$ cat src/rtl/present_pkg.sv
// Shared PRESENT-style 16-bit cipher primitives and the engine state type.
package present_pkg;

    localparam int ROUNDS_DEF = 8;

    typedef enum logic [2:0] {
        ST_IDLE,
        ST_EXPAND,
        ST_READY,
        ST_ROUND,
        ST_HOLD
    } state_e;

    // Nibble n of each table sits at bits [4n+3:4n].
    localparam logic [63:0] SBOX_TBL     = 64'h2174_8FE3_DA09_B65C;
    localparam logic [63:0] INV_SBOX_TBL = 64'hA970_364B_D21C_8FE5;

    function automatic logic [3:0] sbox(input logic [3:0] n);
        return SBOX_TBL[{n, 2'b00} +: 4];
    endfunction

    function automatic logic [3:0] inv_sbox(input logic [3:0] n);
        return INV_SBOX_TBL[{n, 2'b00} +: 4];
    endfunction

    // Destination of bit i under the forward bit permutation.
    function automatic logic [3:0] p_idx(input logic [3:0] i);
        logic [5:0] m;
        m = {i, 2'b00} % 6'd15;
        return (i == 4'd15) ? 4'd15 : m[3:0];
    endfunction

    function automatic logic [19:0] next_key(input logic [19:0] k, input logic [4:0] r);
        logic [19:0] t;
        t         = {k[12:0], k[19:13]};
        t[19:16]  = sbox(t[19:16]);
        t[7:3]    = t[7:3] ^ r;
        return t;
    endfunction

endpackage

$ cat src/rtl/present_inv_round.sv
// One combinational inverse round: undo bit permutation, undo S-box, strip round key.
module present_inv_round
    import present_pkg::*;
(
    input  logic [15:0] state_i,
    input  logic [15:0] rkey_i,
    output logic [15:0] state_o
);

    logic [15:0] unperm;
    logic [15:0] unsub;

    genvar gi;
    for (gi = 0; gi < 16; gi++) begin : g_perm
        assign unperm[gi] = state_i[p_idx(4'(gi))];
    end

    for (gi = 0; gi < 4; gi++) begin : g_sbox
        assign unsub[4*gi +: 4] = inv_sbox(unperm[4*gi +: 4]);
    end

    assign state_o = unsub ^ rkey_i;

endmodule

$ cat src/rtl/cbc_decrypt_engine.sv
// CBC-mode block decryptor: expands the key once per configuration, then
// runs one inverse round per cycle per 16-bit ciphertext block.
module cbc_decrypt_engine
    import present_pkg::*;
#(
    parameter int ROUNDS = ROUNDS_DEF,
    parameter int NBLK   = 8
) (
    input  logic        clk,
    input  logic        rst_n,
    input  logic        cfg_valid,
    output logic        cfg_ready,
    input  logic [19:0] key,
    input  logic [15:0] init_vec,
    input  logic        in_valid,
    output logic        in_ready,
    input  logic [15:0] ct_block,
    output logic        out_valid,
    input  logic        out_ready,
    output logic [15:0] pt_block,
    output logic        out_last
);

    localparam int RW = $clog2(ROUNDS + 1);
    localparam int CW = (NBLK > 1) ? $clog2(NBLK) : 1;

    state_e          state_q;
    logic [19:0]     kreg_q;
    logic [15:0]     iv_q;
    logic [15:0]     chain_q;
    logic [15:0]     data_q;
    logic [15:0]     ct_save_q;
    logic [15:0]     pt_q;
    logic [RW-1:0]   cnt_q;
    logic [CW-1:0]   blk_q;
    logic            out_valid_q;
    logic            out_last_q;
    logic [15:0]     key_q [ROUNDS+1];

    logic [RW-1:0]   rk_idx;
    logic [15:0]     round_out;
    logic            cfg_hs;
    logic            in_hs;

    // A simultaneous key offer in READY wins; the block is simply not accepted.
    assign cfg_ready = (state_q == ST_IDLE) || (state_q == ST_READY);
    assign in_ready  = ((state_q == ST_READY) && !cfg_valid) ||
                       ((state_q == ST_HOLD) && out_ready);
    assign cfg_hs    = cfg_valid && cfg_ready;
    assign in_hs     = in_valid && in_ready;

    assign out_valid = out_valid_q;
    assign out_last  = out_last_q;
    assign pt_block  = pt_q;

    assign rk_idx = (cnt_q == '0) ? '0 : cnt_q - 1'b1;

    present_inv_round u_round (
        .state_i (data_q),
        .rkey_i  (key_q[rk_idx]),
        .state_o (round_out)
    );

    always_ff @(posedge clk or negedge rst_n) begin
        if (!rst_n) begin
            for (int i = 0; i <= ROUNDS; i++) key_q[i] <= '0;
        end else if (state_q == ST_EXPAND) begin
            key_q[cnt_q] <= kreg_q[19:4];
        end
    end

    always_ff @(posedge clk or negedge rst_n) begin
        if (!rst_n) begin
            state_q     <= ST_IDLE;
            kreg_q      <= '0;
            iv_q        <= '0;
            chain_q     <= '0;
            data_q      <= '0;
            ct_save_q   <= '0;
            pt_q        <= '0;
            cnt_q       <= '0;
            blk_q       <= '0;
            out_valid_q <= 1'b0;
            out_last_q  <= 1'b0;
        end else begin
            case (state_q)
                ST_IDLE, ST_READY: begin
                    if (cfg_hs) begin
                        kreg_q  <= key;
                        iv_q    <= init_vec;
                        chain_q <= init_vec;
                        blk_q   <= '0;
                        cnt_q   <= '0;
                        state_q <= ST_EXPAND;
                    end else if (in_hs) begin
                        data_q    <= ct_block ^ key_q[ROUNDS];
                        ct_save_q <= ct_block;
                        cnt_q     <= RW'(ROUNDS);
                        state_q   <= ST_ROUND;
                    end
                end
                ST_EXPAND: begin
                    kreg_q <= next_key(kreg_q, 5'(cnt_q + 1'b1));
                    cnt_q  <= cnt_q + 1'b1;
                    if (cnt_q == RW'(ROUNDS)) state_q <= ST_READY;
                end
                ST_ROUND: begin
                    if (cnt_q == '0) begin
                        pt_q        <= data_q ^ chain_q;
                        out_valid_q <= 1'b1;
                        out_last_q  <= (blk_q == CW'(NBLK - 1));
                        chain_q     <= ct_save_q;
                        state_q     <= ST_HOLD;
                    end else begin
                        data_q <= round_out;
                        cnt_q  <= cnt_q - 1'b1;
                    end
                end
                ST_HOLD: begin
                    if (out_ready) begin
                        out_valid_q <= 1'b0;
                        out_last_q  <= 1'b0;
                        blk_q       <= out_last_q ? '0 : blk_q + 1'b1;
                        if (out_last_q) chain_q <= iv_q;
                        if (in_hs) begin
                            data_q    <= ct_block ^ key_q[ROUNDS];
                            ct_save_q <= ct_block;
                            cnt_q     <= RW'(ROUNDS);
                            state_q   <= ST_ROUND;
                        end else begin
                            state_q <= ST_READY;
                        end
                    end
                end
                default: state_q <= ST_IDLE;
            endcase
        end
    end

endmodule

$ cat config.mk
export PLATFORM = sky130hd
export DESIGN_NAME = cbc_decrypt_engine
export DESIGN_NICKNAME = d
export VERILOG_FILES = /design/src/rtl/present_pkg.sv /design/src/rtl/present_inv_round.sv /design/src/rtl/cbc_decrypt_engine.sv
export SDC_FILE = /design/constraint.sdc
export NUM_CORES = 1
export LEC_CHECK = 0
export BUFFER_PORTS_ARGS = -buffer_cell sky130_fd_sc_hd__buf_2
export CORE_UTILIZATION = 30
export DETAILED_ROUTE_END_ITERATION = 8
export GPL_TIMING_DRIVEN = 0
export HOLD_SLACK_MARGIN = 0.02
export PLACE_DENSITY = 0.49
export SLEW_MARGIN = 20
export SYNTH_ARGS = -nofsm -noshare
export SYNTH_HDL_FRONTEND = slang
export SYNTH_HIERARCHICAL = 1
export SYNTH_SLANG_ARGS = --single-unit
$ cat constraint.sdc
create_clock -name clk -period 3.5 [get_ports clk]
set_input_delay 0.7 -clock clk [delete_from_list [all_inputs] [get_ports clk]]
set_output_delay 0.7 -clock clk [all_outputs]
set_load 0.005 [all_outputs]
## Word level (Yosys, flattened, before mapping)

Index checks and enable logic that the tools add are counted.

- Input bits: 57
- Flip-flop bits (word level): 256
- Logic and storage cells: 122
- Output and inout bits: 20

- Eq/ne operators: 14
- Shifts and indexed selects: 5
- Mux-type cells: 44
- Add/sub/neg operators: 4
- Reductions and logical operators: 26
- $lt $le $gt $ge: 3
- Bitwise gates (word level): 6

Operator list:

| operator | count |
|---|---|
| variable part select 64 x 7 -> 4 bit, first input constant | 5 |
| 2-to-1 mux 16 bit | 14 |
| bitwise mux 144 bit | 1 |
| one-hot mux 16 bit (3 select lines) | 2 |
| binary-select mux 16 bit (select 4 bit) | 1 |
| demux 16 bit (select 4 bit) | 1 |
| XOR 16 bit | 3 |
| one-hot mux 20 bit (2 select lines) | 1 |
| one-hot mux 16 bit (2 select lines) | 1 |
| 2-to-1 mux 3 bit | 8 |
| 2-to-1 mux 20 bit | 1 |
| 2-to-1 mux 4 bit | 5 |
| one-hot mux 4 bit (4 select lines) | 1 |
| inequality test 2 bit, second input constant | 6 |
| one-hot mux 3 bit (4 select lines) | 1 |
| AND reduction 3 bit | 4 |
| greater-or-equal comparator 5 bit, second input constant | 2 |
| NOT 4 -> 5 bit | 2 |
| AND reduction 4 bit | 2 |
| == test 3 x 2 -> 1 bit, second input constant | 2 |
| == test 3 bit, second input constant | 2 |
| one-hot mux 3 bit (2 select lines) | 1 |
| AND reduction 2 bit | 3 |
| nonzero test 2 bit | 3 |
| 21 further kinds | 30 |

## Depth between registers and ports, before layout

Gate-level depths: netlist (run 1).

- Word-level depth: 9
- Depth in mapped cells: 14

## By module

The synthesis (run 1) kept the hierarchy.

Modules (own cells, without submodules):

| module | seq. area each (µm²) | times used | area an instance (µm²) | cells each |
|---|---|---|---|---|
| cbc_decrypt_engine | 6,406.1 | 1 | 12,988.7 | 1,210 |
| present_inv_round | 0.0 | 1 | 930.9 | 107 |

## Worst setup path before layout (run 1)

Ideal clock, no wire load.

- Path kind: reg2reg
- Start point: register cnt_q[0]
- End point: register data_q[4]
- Stages on the path, launching flop included: 15
- Buffers on the path: 4
- Arrival time: 2.856 ns
- Setup slack: 0.511 ns
- Cell sequence: dfrtp_1 -> buf_2 -> inv_1 -> clkbuf_1 -> ha_1 -> buf_2 -> nand2b_1 -> a21oi_1 -> buf_2 -> o211ai_1 -> a32o_1 -> xnor2_1 -> xnor2_1 -> a21oi_1 -> o21ai_0

- Word-level cells in the longest chain between the ends: 9
- Elaborated cells between the ends (all ways): 12
- Those cells by class: add/sub (1); eq/ne (1); mux (6); bitwise (2); reduce/logical (2)

Ends and longest elaborated chain:

| item | line | text |
|---|---|---|
| start, declared | cbc_decrypt_engine.sv:34 | `logic [RW-1:0] cnt_q;` |
| start signal, assigned | cbc_decrypt_engine.sv:98 | `cnt_q <= RW'(ROUNDS);` |
| start signal, assigned | cbc_decrypt_engine.sv:104 | `cnt_q <= cnt_q + 1'b1;` |
| start signal, assigned | cbc_decrypt_engine.sv:116 | `cnt_q <= cnt_q - 1'b1;` |
| subtractor 4 x 1 -> 4 bit / logical NOT 4 bit (equally long branches) | cbc_decrypt_engine.sv:56 | `assign rk_idx = (cnt_q == '0) ? '0 : cnt_q - 1'b1;` |
| 2-to-1 mux 4 bit (*) | cbc_decrypt_engine.sv:56 |  |
| NOT 4 -> 5 bit (implied by the code) (*) | cbc_decrypt_engine.sv:60 | `.rkey_i (key_q[rk_idx]),` |
| binary-select mux 16 bit (select 4 bit) (*) | cbc_decrypt_engine.sv:60 |  |
| 2-to-1 mux 16 bit (implied by the code) (*) (2 in a row) | cbc_decrypt_engine.sv:60 |  |
| XOR 16 bit (*) | present_inv_round.sv:22 | `assign state_o = unsub ^ rkey_i;` |
| via round_out[4] | cbc_decrypt_engine.sv:41 | `logic [15:0] round_out;` |
| 2-to-1 mux 16 bit (*) | cbc_decrypt_engine.sv:108 | `if (cnt_q == '0) begin` |
| one-hot mux 16 bit (3 select lines) (*) | cbc_decrypt_engine.sv:86 | `case (state_q)` |
| end signal, assigned | cbc_decrypt_engine.sv:96 | `data_q <= ct_block ^ key_q[ROUNDS];` |
| end signal, assigned | cbc_decrypt_engine.sv:115 | `data_q <= round_out;` |
| end signal, assigned | cbc_decrypt_engine.sv:126 | `data_q <= ct_block ^ key_q[ROUNDS];` |
| end, declared | cbc_decrypt_engine.sv:31 | `logic [15:0] data_q;` |

Mark *: on every way through the listed nets, which the timed path passes. The rest lies on a longest branch. The select of a mux whose other input is x is not followed.
A chain may end at the register's enable or synchronous reset.

## Worst setup path in the final report (run 1)

- Start point: register cnt_q[0]
- End point: register data_q[8]

Same word-level chain as after synthesis.

==> flow_summary.html, run 1 <==
<table>
<tr><th>Metric</th><th>Value</th></tr>
<tr><th colspan="2">Logic synthesis</th></tr>
<tr><td>Yosys warns</td><td>6</td></tr>
<tr><td>Share of synthesized registers carrying an async set or reset</td><td>100%</td></tr>
<tr><td>Biggest area contributors in the synthesized netlist</td><td>dfrtp_1 46%, mux2_2 12%, nand2_1 4.3%</td></tr>
<tr><td>Number of cells produced by synthesis</td><td>1317</td></tr>
<tr><td>Total nets after synthesis</td><td>1410</td></tr>
<tr><td>Predominant post-synthesis flop cell</td><td>dfrtp_1</td></tr>
<tr><td>Mapped Avg Cell Area</td><td>10.6 µm²</td></tr>
<tr><td>Cell area after technology mapping</td><td>13900 µm²</td></tr>
<tr><td>Total of flip-flops plus latches after synthesis</td><td>256</td></tr>
<tr><td>Number of distinct library cells after synthesis</td><td>69</td></tr>
<tr><td>Cell taking the most area after synthesis</td><td>dfrtp_1</td></tr>
<tr><td>Part of the Yosys area used for sequential elements</td><td>46.0%</td></tr>
<tr><td>Top cell type's share of synthesized area</td><td>46.0%</td></tr>
<tr><td>EDFF count, synth</td><td>0</td></tr>
<tr><th colspan="2">Global routing</th></tr>
<tr><td>GRT Resource Usage Total</td><td>18.7%</td></tr>
<tr><td>Pin count of the biggest net entering global routing</td><td>82</td></tr>
<tr><td>Total grt overflow</td><td>0</td></tr>
<tr><td>Initial antenna violation count</td><td>0</td></tr>
<tr><td>Wire length of the first global-routing pass</td><td>67500 µm</td></tr>
<tr><td>Vias in the first global route</td><td>10.7k</td></tr>
<tr><th colspan="2">Detailed routing</th></tr>
<tr><td>Number of design-rule violations left by the first detailed-router iteration</td><td>862</td></tr>
<tr><td>Post-route ant nets</td><td>0</td></tr>
<tr><td>DRT Wirelength</td><td>43500 µm</td></tr>
<tr><td>Router iterations before antenna repair</td><td>5</td></tr>
<tr><td>Per-cell routed wire length</td><td>21.2 µm</td></tr>
<tr><td>Post-detailed-route via-to-cell ratio</td><td>5.24</td></tr>
<tr><td>Total vias in the final route</td><td>10.7k</td></tr>
<tr><td># DRC</td><td>0</td></tr>
<tr><th colspan="2">Pwr</th></tr>
<tr><td>Power Internal</td><td>9.84 mW</td></tr>
<tr><td>Switching share of power</td><td>42.7%</td></tr>
<tr><td>Combinational share of power</td><td>50.7%</td></tr>
<tr><td>Peak supply drop</td><td>0.480 mV</td></tr>
<tr><td>Net switching power of the design</td><td>7.34 mW</td></tr>
<tr><td>Sequential cell fraction of total power</td><td>30.9%</td></tr>
<tr><td>PD cells</td><td>1060 nW/µm²</td></tr>
<tr><td>Proportion of power drawn by the clock network</td><td>18.4%</td></tr>
<tr><td>Lkg Pwr</td><td>7.04 nW</td></tr>
<tr><td>Overall power</td><td>17.2 mW</td></tr>
<tr><th colspan="2">Critical path</th></tr>
<tr><td>Element type at the critical path start</td><td>flip-flop</td></tr>
<tr><td>Required time worst endpoint</td><td>3.98 ns</td></tr>
<tr><td>Crit end category</td><td>flip-flop</td></tr>
<tr><td>Worst reg2reg path startpoint</td><td>cnt_q[0]$_DFFE_PN0P_</td></tr>
<tr><td>Critical path arrival</td><td>3.80 ns</td></tr>
<tr><td>Critical Path End</td><td>data_q[8]$_DFFE_PN0P_</td></tr>
<tr><td>Flop-to-flop setup slack</td><td>0.17 ns</td></tr>
<tr><td>Maximum fanout encountered on the critical timing path</td><td>10</td></tr>
<tr><td>Crit Reg-Reg Endpoint</td><td>data_q[8]$_DFFE_PN0P_</td></tr>
<tr><td>Setup CP Type</td><td>reg -&gt; reg</td></tr>
<tr><td>R2R cell count</td><td>13</td></tr>
<tr><td>Worst setup path start</td><td>cnt_q[0]$_DFFE_PN0P_</td></tr>
<tr><th colspan="2">Clocking</th></tr>
<tr><td>Library cell used as clock root buffer</td><td>clkbuf_16</td></tr>
<tr><td>Clk Latency, worst-skew pair</td><td>0.56 ns</td></tr>
<tr><td>Largest buffer count on any clock path</td><td>3</td></tr>
<tr><td>CTS H-Tree Depth</td><td>1</td></tr>
<tr><td>Number of buffers created by CTS</td><td>30</td></tr>
<tr><td>Clock sinks</td><td>256</td></tr>
<tr><td>Total of hold buffers inserted after clock tree synthesis</td><td>0</td></tr>
<tr><td>Clock tree from TritonCTS</td><td>built</td></tr>
<tr><td>Register clock-pin slew on the reported worst setup and hold paths</td><td>0.06 ns</td></tr>
<tr><th colspan="2">Timing</th></tr>
<tr><td>Fin Clk Skew</td><td>0.0166 ns</td></tr>
<tr><td>Final Hold Violating Endpoints</td><td>0</td></tr>
<tr><td>Hold WS</td><td>0.0366 ns</td></tr>
<tr><td>Share of the clock period used by the worst path after layout</td><td>95.1%</td></tr>
<tr><td>Final worst path period need</td><td>3.33 ns</td></tr>
<tr><td>Max Transition Viols Final</td><td>0</td></tr>
<tr><td>Final setup violation count</td><td>0</td></tr>
<tr><td>Unrepaired setup endpoints after global routing</td><td>yes</td></tr>
<tr><td>Least-Margin Pin Slew</td><td>0.966 ns</td></tr>
<tr><td>Worst slew margin relative to its limit</td><td>35.6%</td></tr>
<tr><td>Fmax</td><td>300 MHz</td></tr>
<tr><th colspan="2">Placement</th></tr>
<tr><td>Post-DP HPWL</td><td>31700 µm</td></tr>
<tr><td>Count of buffers inserted at the top-level ports</td><td>76</td></tr>
<tr><td>Routability Congestion</td><td>0.871</td></tr>
<tr><th colspan="2">Finish</th></tr>
<tr><td>Filler cells</td><td>4594</td></tr>
<tr><td>Area of the multi-input gates</td><td>6880 µm²</td></tr>
<tr><td>Leading cell type in the layout, fill and taps excluded</td><td>dfrtp_1</td></tr>
<tr><td>Antenna diode count</td><td>0</td></tr>
<tr><td>Total Nets Final</td><td>1521</td></tr>
<tr><td>Sequential cell area</td><td>6410 µm²</td></tr>
<tr><td>Area Overhead vs Synth</td><td>16.6%</td></tr>
<tr><td>Util after Layout</td><td>35.6%</td></tr>
<tr><td>Commonest non-fill, non-tap cells in the layout</td><td>254 x dfrtp_1, 158 x nand2_1, 147 x mux2_2, 106 x o21ai_0, 104 x buf_2</td></tr>
<tr><td>Proportion of layout cells with a drive suffix above 1</td><td>25.2%</td></tr>
<tr><th colspan="2">Floorplanning</th></tr>
<tr><td>Initial core utilization</td><td>30.5%</td></tr>
<tr><td>Number of placed I/O pins</td><td>77</td></tr>
<tr><td>Row cnt</td><td>78</td></tr>
<tr><td>Placeable core region</td><td>45600 µm²</td></tr>
<tr><td>Die X</td><td>217 µm</td></tr>
<tr><td>Die outline area</td><td>47300 µm²</td></tr>
<tr><td>Height of the die</td><td>217 µm</td></tr>
<tr><th colspan="2">Run</th></tr>
<tr><td>Maximum Capacitance Violations</td><td>0</td></tr>
<tr><th colspan="2">Min path</th></tr>
<tr><td>Worst hold path class</td><td>in -&gt; async</td></tr>
<tr><th colspan="2">Status</th></tr>
<tr><td>Status</td><td>finished clean</td></tr>
</table>
==> cells by family after synthesis <==
family / after synthesis / synth area share (%)
compound gates: 342 / 16.6
simple gates: 263 / 8.40
flops: 256 / 46.0
mux: 204 / 16.9
buf+inv: 153 / 4.87
xor+xnor: 63 / 3.96
fa+ha+maj: 36 / 3.24
==> how the worst min path moves through the flow <==
stage               slack, ns                     to                   from  depth (start not counted)
global route             0.04   blk_q[1]$_DFFE_PN0P_                  rst_n                          1
detailed placement       0.46   iv_q[12]$_DFFE_PN0P_   iv_q[12]$_DFFE_PN0P_                          2
floorplan                0.40   blk_q[0]$_DFFE_PN0P_                  rst_n                          0
CTS                      0.03   blk_q[1]$_DFFE_PN0P_                  rst_n                          1
finish                   0.04   blk_q[1]$_DFFE_PN0P_                  rst_n                          1
global placement         0.46  out_valid$_DFFE_PN0P_  out_valid$_DFFE_PN0P_                          2
==> power by group through the flow <==
stage	Clock, mW	Sequential [mW]	Combinational, mW
2_1_floorplan	0	4.99	6.00
3_3_place_gp	0	5.28	8.46
3_5_place_dp	0	5.32	8.61
4_1_cts	3.23	5.29	8.65
5_1_grt	3.36	5.48	9.58
6_report	3.16	5.31	8.71
==> repair_timing <==
action                     CTS  global route
setup buffers                2             0
cloned                       0             0
gates resized for setup      8            38
pin swaps                    0             2
setup endpoints to repair   32            14
==> worst max-delay path: stages, from the launching register on <==
cell and delay (ns):
dfrtp_2 0.44, buf_4 0.19, clkinvlp_4 0.12, ha_1 0.25, nor3b_4 0.43, buf_4 0.27, a2111oi_0 0.10, a311oi_1 0.31
o21ai_1 0.19, a32o_1 0.35, xnor2_1 0.15, xnor2_1 0.21, a21oi_1 0.08, o21ai_0 0.14
==> synth_stat cells, types with 4 or more instances <==
library cell / number
mux2_2: 147
o21a_1: 15
o221ai_1: 17
dfrtp_1: 256
a22oi_1: 31
a31oi_1: 18
a32o_1: 15
o22ai_1: 17
o21ai_0: 113
nand2_1: 158
mux2_4: 4
buf_4: 6
a2111oi_0: 30
xnor2_1: 57
inv_1: 41
buf_2: 33
xor2_1: 6
nand2_2: 4
mux4_2: 5
nor3_1: 4
o211ai_1: 17
nor2b_1: 6
a21oi_1: 33
a311oi_1: 16
nor2_1: 53
ha_1: 36
nand3_1: 9
buf_6: 5
clkbuf_1: 60
mux2i_1: 44
nand2b_1: 7
==> metal layers <==
| layer | part of all wire, % | vias up | global-route usage [%] |
|---|---|---|---|
| met5 | 0 | - | 0 |
| met1 | 46 | 5398 | 25.5 |
| met3 | 5.0 | 67 | 2.71 |
| li1 | - | 4965 | - |
| met2 | 46 | 313 | 30.3 |
| met4 | 2.8 | 0 | 5.96 |
==> area by class of cell <==
cell class	instances	area share (%)
multi-input combinational	908	42.4
sequential	256	39.5
clock buffer	51	5.92
tap	600	4.63
buffer	107	3.25
timing repair buffer	81	3.01
inverter	44	1.04
clock inverter	3	0.247
==> flip-flops by register name (all words and copies together) (netlist names) <==
signal     cells
cnt_q          4
out_last       1
out_valid      1
chain_q       16
blk_q          3
key_q        144
ct_save_q     16
iv_q          16
data_q        16
kreg_q        20
pt_block      16
state_q        3
==> stage by stage <==
stage	area (µm²)	setup WS, ns	TNS (ns)	std cells
after floorplan	13900	0.511	0	1317
final	16200	0.171	0	2050
after global placement	15100	-3.22	-826.50	1993
after global routing	16200	-0.0644	-0.198	2050
after CTS	16200	0.0144	0	2050
after detailed placement	15100	-0.896	-12.61	1996
(Power assumes the default switching activity.)
==> run 2: changes to the inputs <==
--- a/config.mk
+++ b/config.mk
@@ -10,7 +10,7 @@
 export DETAILED_ROUTE_END_ITERATION = 8
 export GPL_TIMING_DRIVEN = 0
 export HOLD_SLACK_MARGIN = 0.02
-export PLACE_DENSITY = 0.49
+export PLACE_DENSITY = 0.51
 export SLEW_MARGIN = 20
 export SYNTH_ARGS = -nofsm -noshare
 export SYNTH_HDL_FRONTEND = slang
==> constraint.sdc (replaced) <==
create_clock -name clk -period 3.06 [get_ports clk]
set_input_delay 0.612 -clock clk [delete_from_list [all_inputs] [get_ports clk]]
set_output_delay 0.612 -clock clk [all_outputs]
set_load 0.005 [all_outputs]
==> flow_summary.html, run 2 (synthesized netlist as in run 1, its figures left out) <==
<table>
<tr><th>Metric</th><th>Value</th></tr>
<tr><th colspan="2">Status</th></tr>
<tr><td>Status</td><td>finished clean</td></tr>
<tr><th colspan="2">Finish</th></tr>
<tr><td>Proportion of layout cells with a drive suffix above 1</td><td>28.4% (+3.2 points)</td></tr>
<tr><td>Util after Layout</td><td>36.4% (+0.84 points)</td></tr>
<tr><td>Filler cells</td><td>4514 (-1.7%)</td></tr>
<tr><td>Area of the multi-input gates</td><td>7120 µm² (+3.4%)</td></tr>
<tr><td>Area Overhead vs Synth</td><td>19.3%</td></tr>
<tr><td>Antenna diode count</td><td>0 (unchanged)</td></tr>
<tr><td>Commonest non-fill, non-tap cells in the layout</td><td>256 x dfrtp_1, 158 x nand2_1, 147 x mux2_2, 98 x o21ai_0, 97 x buf_2</td></tr>
<tr><td>Top flop regs</td><td>key_q (144), kreg_q (20)</td></tr>
<tr><td>Total Nets Final</td><td>1533 (+0.79%)</td></tr>
<tr><td>Sequential cell area</td><td>6410 µm² (about the same)</td></tr>
<tr><td>Most flop-heavy register</td><td>key_q</td></tr>
<tr><td>Max FFs per register</td><td>144 (unchanged)</td></tr>
<tr><td>Leading cell type in the layout, fill and taps excluded</td><td>dfrtp_1</td></tr>
<tr><th colspan="2">Critical path</th></tr>
<tr><td>Crit end category</td><td>flip-flop</td></tr>
<tr><td>R2R cell count</td><td>13 (unchanged)</td></tr>
<tr><td>Crit Reg-Reg Endpoint</td><td>data_q[8]$_DFFE_PN0P_</td></tr>
<tr><td>Required time worst endpoint</td><td>3.48 ns (-0.50 ns)</td></tr>
<tr><td>Worst setup path start</td><td>cnt_q[0]$_DFFE_PN0P_</td></tr>
<tr><td>Element type at the critical path start</td><td>flip-flop</td></tr>
<tr><td>Worst reg2reg path startpoint</td><td>cnt_q[0]$_DFFE_PN0P_</td></tr>
<tr><td>Maximum fanout encountered on the critical timing path</td><td>10 (unchanged)</td></tr>
<tr><td>Flop-to-flop setup slack</td><td>0.06 ns (-0.11 ns)</td></tr>
<tr><td>Critical Path End</td><td>data_q[8]$_DFFE_PN0P_</td></tr>
<tr><td>Setup CP Type</td><td>reg -&gt; reg</td></tr>
<tr><td>Critical path arrival</td><td>3.42 ns (-0.38 ns)</td></tr>
<tr><th colspan="2">Placement</th></tr>
<tr><td>Post-DP HPWL</td><td>31100 µm (-1.9%)</td></tr>
<tr><td>Routability Congestion</td><td>0.884 (+1.5%)</td></tr>
<tr><td>Count of buffers inserted at the top-level ports</td><td>76 (unchanged)</td></tr>
<tr><th colspan="2">Floorplanning</th></tr>
<tr><td>Row cnt</td><td>78 (unchanged)</td></tr>
<tr><td>Initial core utilization</td><td>30.5% (unchanged)</td></tr>
<tr><td>Number of placed I/O pins</td><td>77 (unchanged)</td></tr>
<tr><td>Height of the die</td><td>217 µm (unchanged)</td></tr>
<tr><td>Placeable core region</td><td>45600 µm² (unchanged)</td></tr>
<tr><td>Die outline area</td><td>47300 µm² (unchanged)</td></tr>
<tr><td>Die X</td><td>217 µm (unchanged)</td></tr>
<tr><th colspan="2">Clocking</th></tr>
<tr><td>Register clock-pin slew on the reported worst setup and hold paths</td><td>0.06 ns (about the same)</td></tr>
<tr><td>Largest buffer count on any clock path</td><td>3 (unchanged)</td></tr>
<tr><td>Clock sinks</td><td>256 (unchanged)</td></tr>
<tr><td>Number of buffers created by CTS</td><td>29 (-3.3%)</td></tr>
<tr><td>CTS H-Tree Depth</td><td>1 (unchanged)</td></tr>
<tr><td>Clk Latency, worst-skew pair</td><td>0.56 ns (about the same)</td></tr>
<tr><td>Library cell used as clock root buffer</td><td>clkbuf_16</td></tr>
<tr><td>Total of hold buffers inserted after clock tree synthesis</td><td>0 (unchanged)</td></tr>
<tr><td>Clock tree from TritonCTS</td><td>built</td></tr>
<tr><th colspan="2">Timing</th></tr>
<tr><td>Final worst path period need</td><td>3.00 ns (-0.332 ns)</td></tr>
<tr><td>Least-Margin Pin Slew</td><td>0.954 ns (-0.0116 ns)</td></tr>
<tr><td>Final setup violation count</td><td>0 (unchanged)</td></tr>
<tr><td>Final Hold Violating Endpoints</td><td>0 (unchanged)</td></tr>
<tr><td>Hold WS</td><td>0.0130 ns (-0.0236 ns)</td></tr>
<tr><td>Fmax</td><td>334 MHz (+11%)</td></tr>
<tr><td>Max Transition Viols Final</td><td>0 (unchanged)</td></tr>
<tr><td>Unrepaired setup endpoints after global routing</td><td>yes</td></tr>
<tr><td>Fin Clk Skew</td><td>0.0168 ns (+0.000186 ns)</td></tr>
<tr><td>Share of the clock period used by the worst path after layout</td><td>97.9% (+2.8 points)</td></tr>
<tr><td>Worst slew margin relative to its limit</td><td>36.4% (+0.77 points)</td></tr>
<tr><th colspan="2">Global routing</th></tr>
<tr><td>GRT Resource Usage Total</td><td>18.3% (-0.38 points)</td></tr>
<tr><td>Vias in the first global route</td><td>10.7k (-0.55%)</td></tr>
<tr><td>Initial antenna violation count</td><td>0 (unchanged)</td></tr>
<tr><td>Wire length of the first global-routing pass</td><td>66000 µm (-2.2%)</td></tr>
<tr><td>Total grt overflow</td><td>0 (unchanged)</td></tr>
<tr><td>Pin count of the biggest net entering global routing</td><td>98 (+20%)</td></tr>
<tr><th colspan="2">Run</th></tr>
<tr><td>Maximum Capacitance Violations</td><td>0 (unchanged)</td></tr>
<tr><th colspan="2">Detailed routing</th></tr>
<tr><td>Post-route ant nets</td><td>0 (unchanged)</td></tr>
<tr><td># DRC</td><td>0 (unchanged)</td></tr>
<tr><td>Per-cell routed wire length</td><td>20.9 µm (-1.2%)</td></tr>
<tr><td>DRT Wirelength</td><td>43200 µm (-0.71%)</td></tr>
<tr><td>Number of design-rule violations left by the first detailed-router iteration</td><td>863 (+0.12%)</td></tr>
<tr><td>Router iterations before antenna repair</td><td>7 (+2)</td></tr>
<tr><td>Total vias in the final route</td><td>10.9k (+1.1%)</td></tr>
<tr><td>Post-detailed-route via-to-cell ratio</td><td>5.27 (+0.55%)</td></tr>
<tr><th colspan="2">Pwr</th></tr>
<tr><td>Peak supply drop</td><td>0.548 mV (+14%)</td></tr>
<tr><td>Lkg Pwr</td><td>7.21 nW (+2.3%)</td></tr>
<tr><td>PD cells</td><td>1230 nW/µm² (+16%)</td></tr>
<tr><th colspan="2">Min path</th></tr>
<tr><td>Worst hold path class</td><td>in -&gt; async</td></tr>
</table>
## run 2: cell count changes in the layout (fill, tap and decap cells not counted), sizes merged
cell and change:
inv +1, buf +13, clkinv +3, bufinv +1, clkbuf -7
## run 2: power breakdown
group / leakage, nW / switching [mW] / total [mW] / internal (mW)
Clock: 0.483 / 1.42 / 3.56 / 2.14
Combinational: 3.47 / 6.11 / 10.8 / 4.73
Sequential: 3.26 / 1.20 / 6.09 / 4.90
Total: 7.21 / 8.72 / 20.5 / 11.8
## run 2: critical path, cell delays in order (launching register included)
cell       delay, ns
dfrtp_1         0.41
buf_4           0.16
ha_1            0.20
buf_6           0.15
or2_0           0.19
clkbuf_4        0.20
buf_8           0.18
a2111oi_4       0.39
o21ai_2         0.12
a32o_2          0.32
xnor2_1         0.14
xnor2_1         0.14
a21oi_1         0.15
o21ai_0         0.09
## run 2: per-layer routing
| layer | GRT usage (%) | share of wire, % |
|---|---|---|
| met5 | 0 | 0 |
| met4 | 6.34 | 3.4 |
| met3 | 2.64 | 4.5 |
| met1 | 24.4 | 45 |
| met2 | 30.1 | 47 |
## run 2: how the worst min path moves through the flow
stage	from	endpoint	slack (ns)	depth (start not counted)
global route	rst_n	blk_q[1]$_DFFE_PN0P_	0.10	1
CTS	rst_n	blk_q[1]$_DFFE_PN0P_	0.07	1
global placement	out_valid$_DFFE_PN0P_	out_valid$_DFFE_PN0P_	0.46	2
detailed placement	iv_q[4]$_DFFE_PN0P_	iv_q[4]$_DFFE_PN0P_	0.46	2
floorplan	rst_n	blk_q[0]$_DFFE_PN0P_	0.32	0
finish	rst_n	blk_q[1]$_DFFE_PN0P_	0.01	1
## run 2: repair_timing
action                                 CTS  global route
pin swaps                                7            22
setup endpoints to repair               86            16
resized for setup                       87            49
buffers inserted                         8             5
endpoints found under the hold margin    0             0
cloned                                   0             1
## run 2: stage by stage
step	power (mW)	setup slack, ns	instance area, µm²	TNS [ns]	instances
after floorplan	12.6	0.0710	13900	0	1317
after global placement	15.6	-3.48	15100	-915.16	1993
after detailed placement	15.8	-1.25	15100	-34.88	1995
after CTS	20.0	0.000332	16400	0	2055
after global routing	21.9	-0.0388	16600	-0.111	2061
final	20.5	0.0629	16600	0	2061
## run 2: layout make-up
class                           instances  area share (%)
Inverter                               44            1.02
Tap cell                              600            4.52
Sequential cell                       256            38.6
Clock inverter                          8           0.580
Buffer                                109            3.71
Timing Repair Buffer                   92            3.44
Multi-Input combinational cell        908            42.8
Clock buffer                           44            5.31
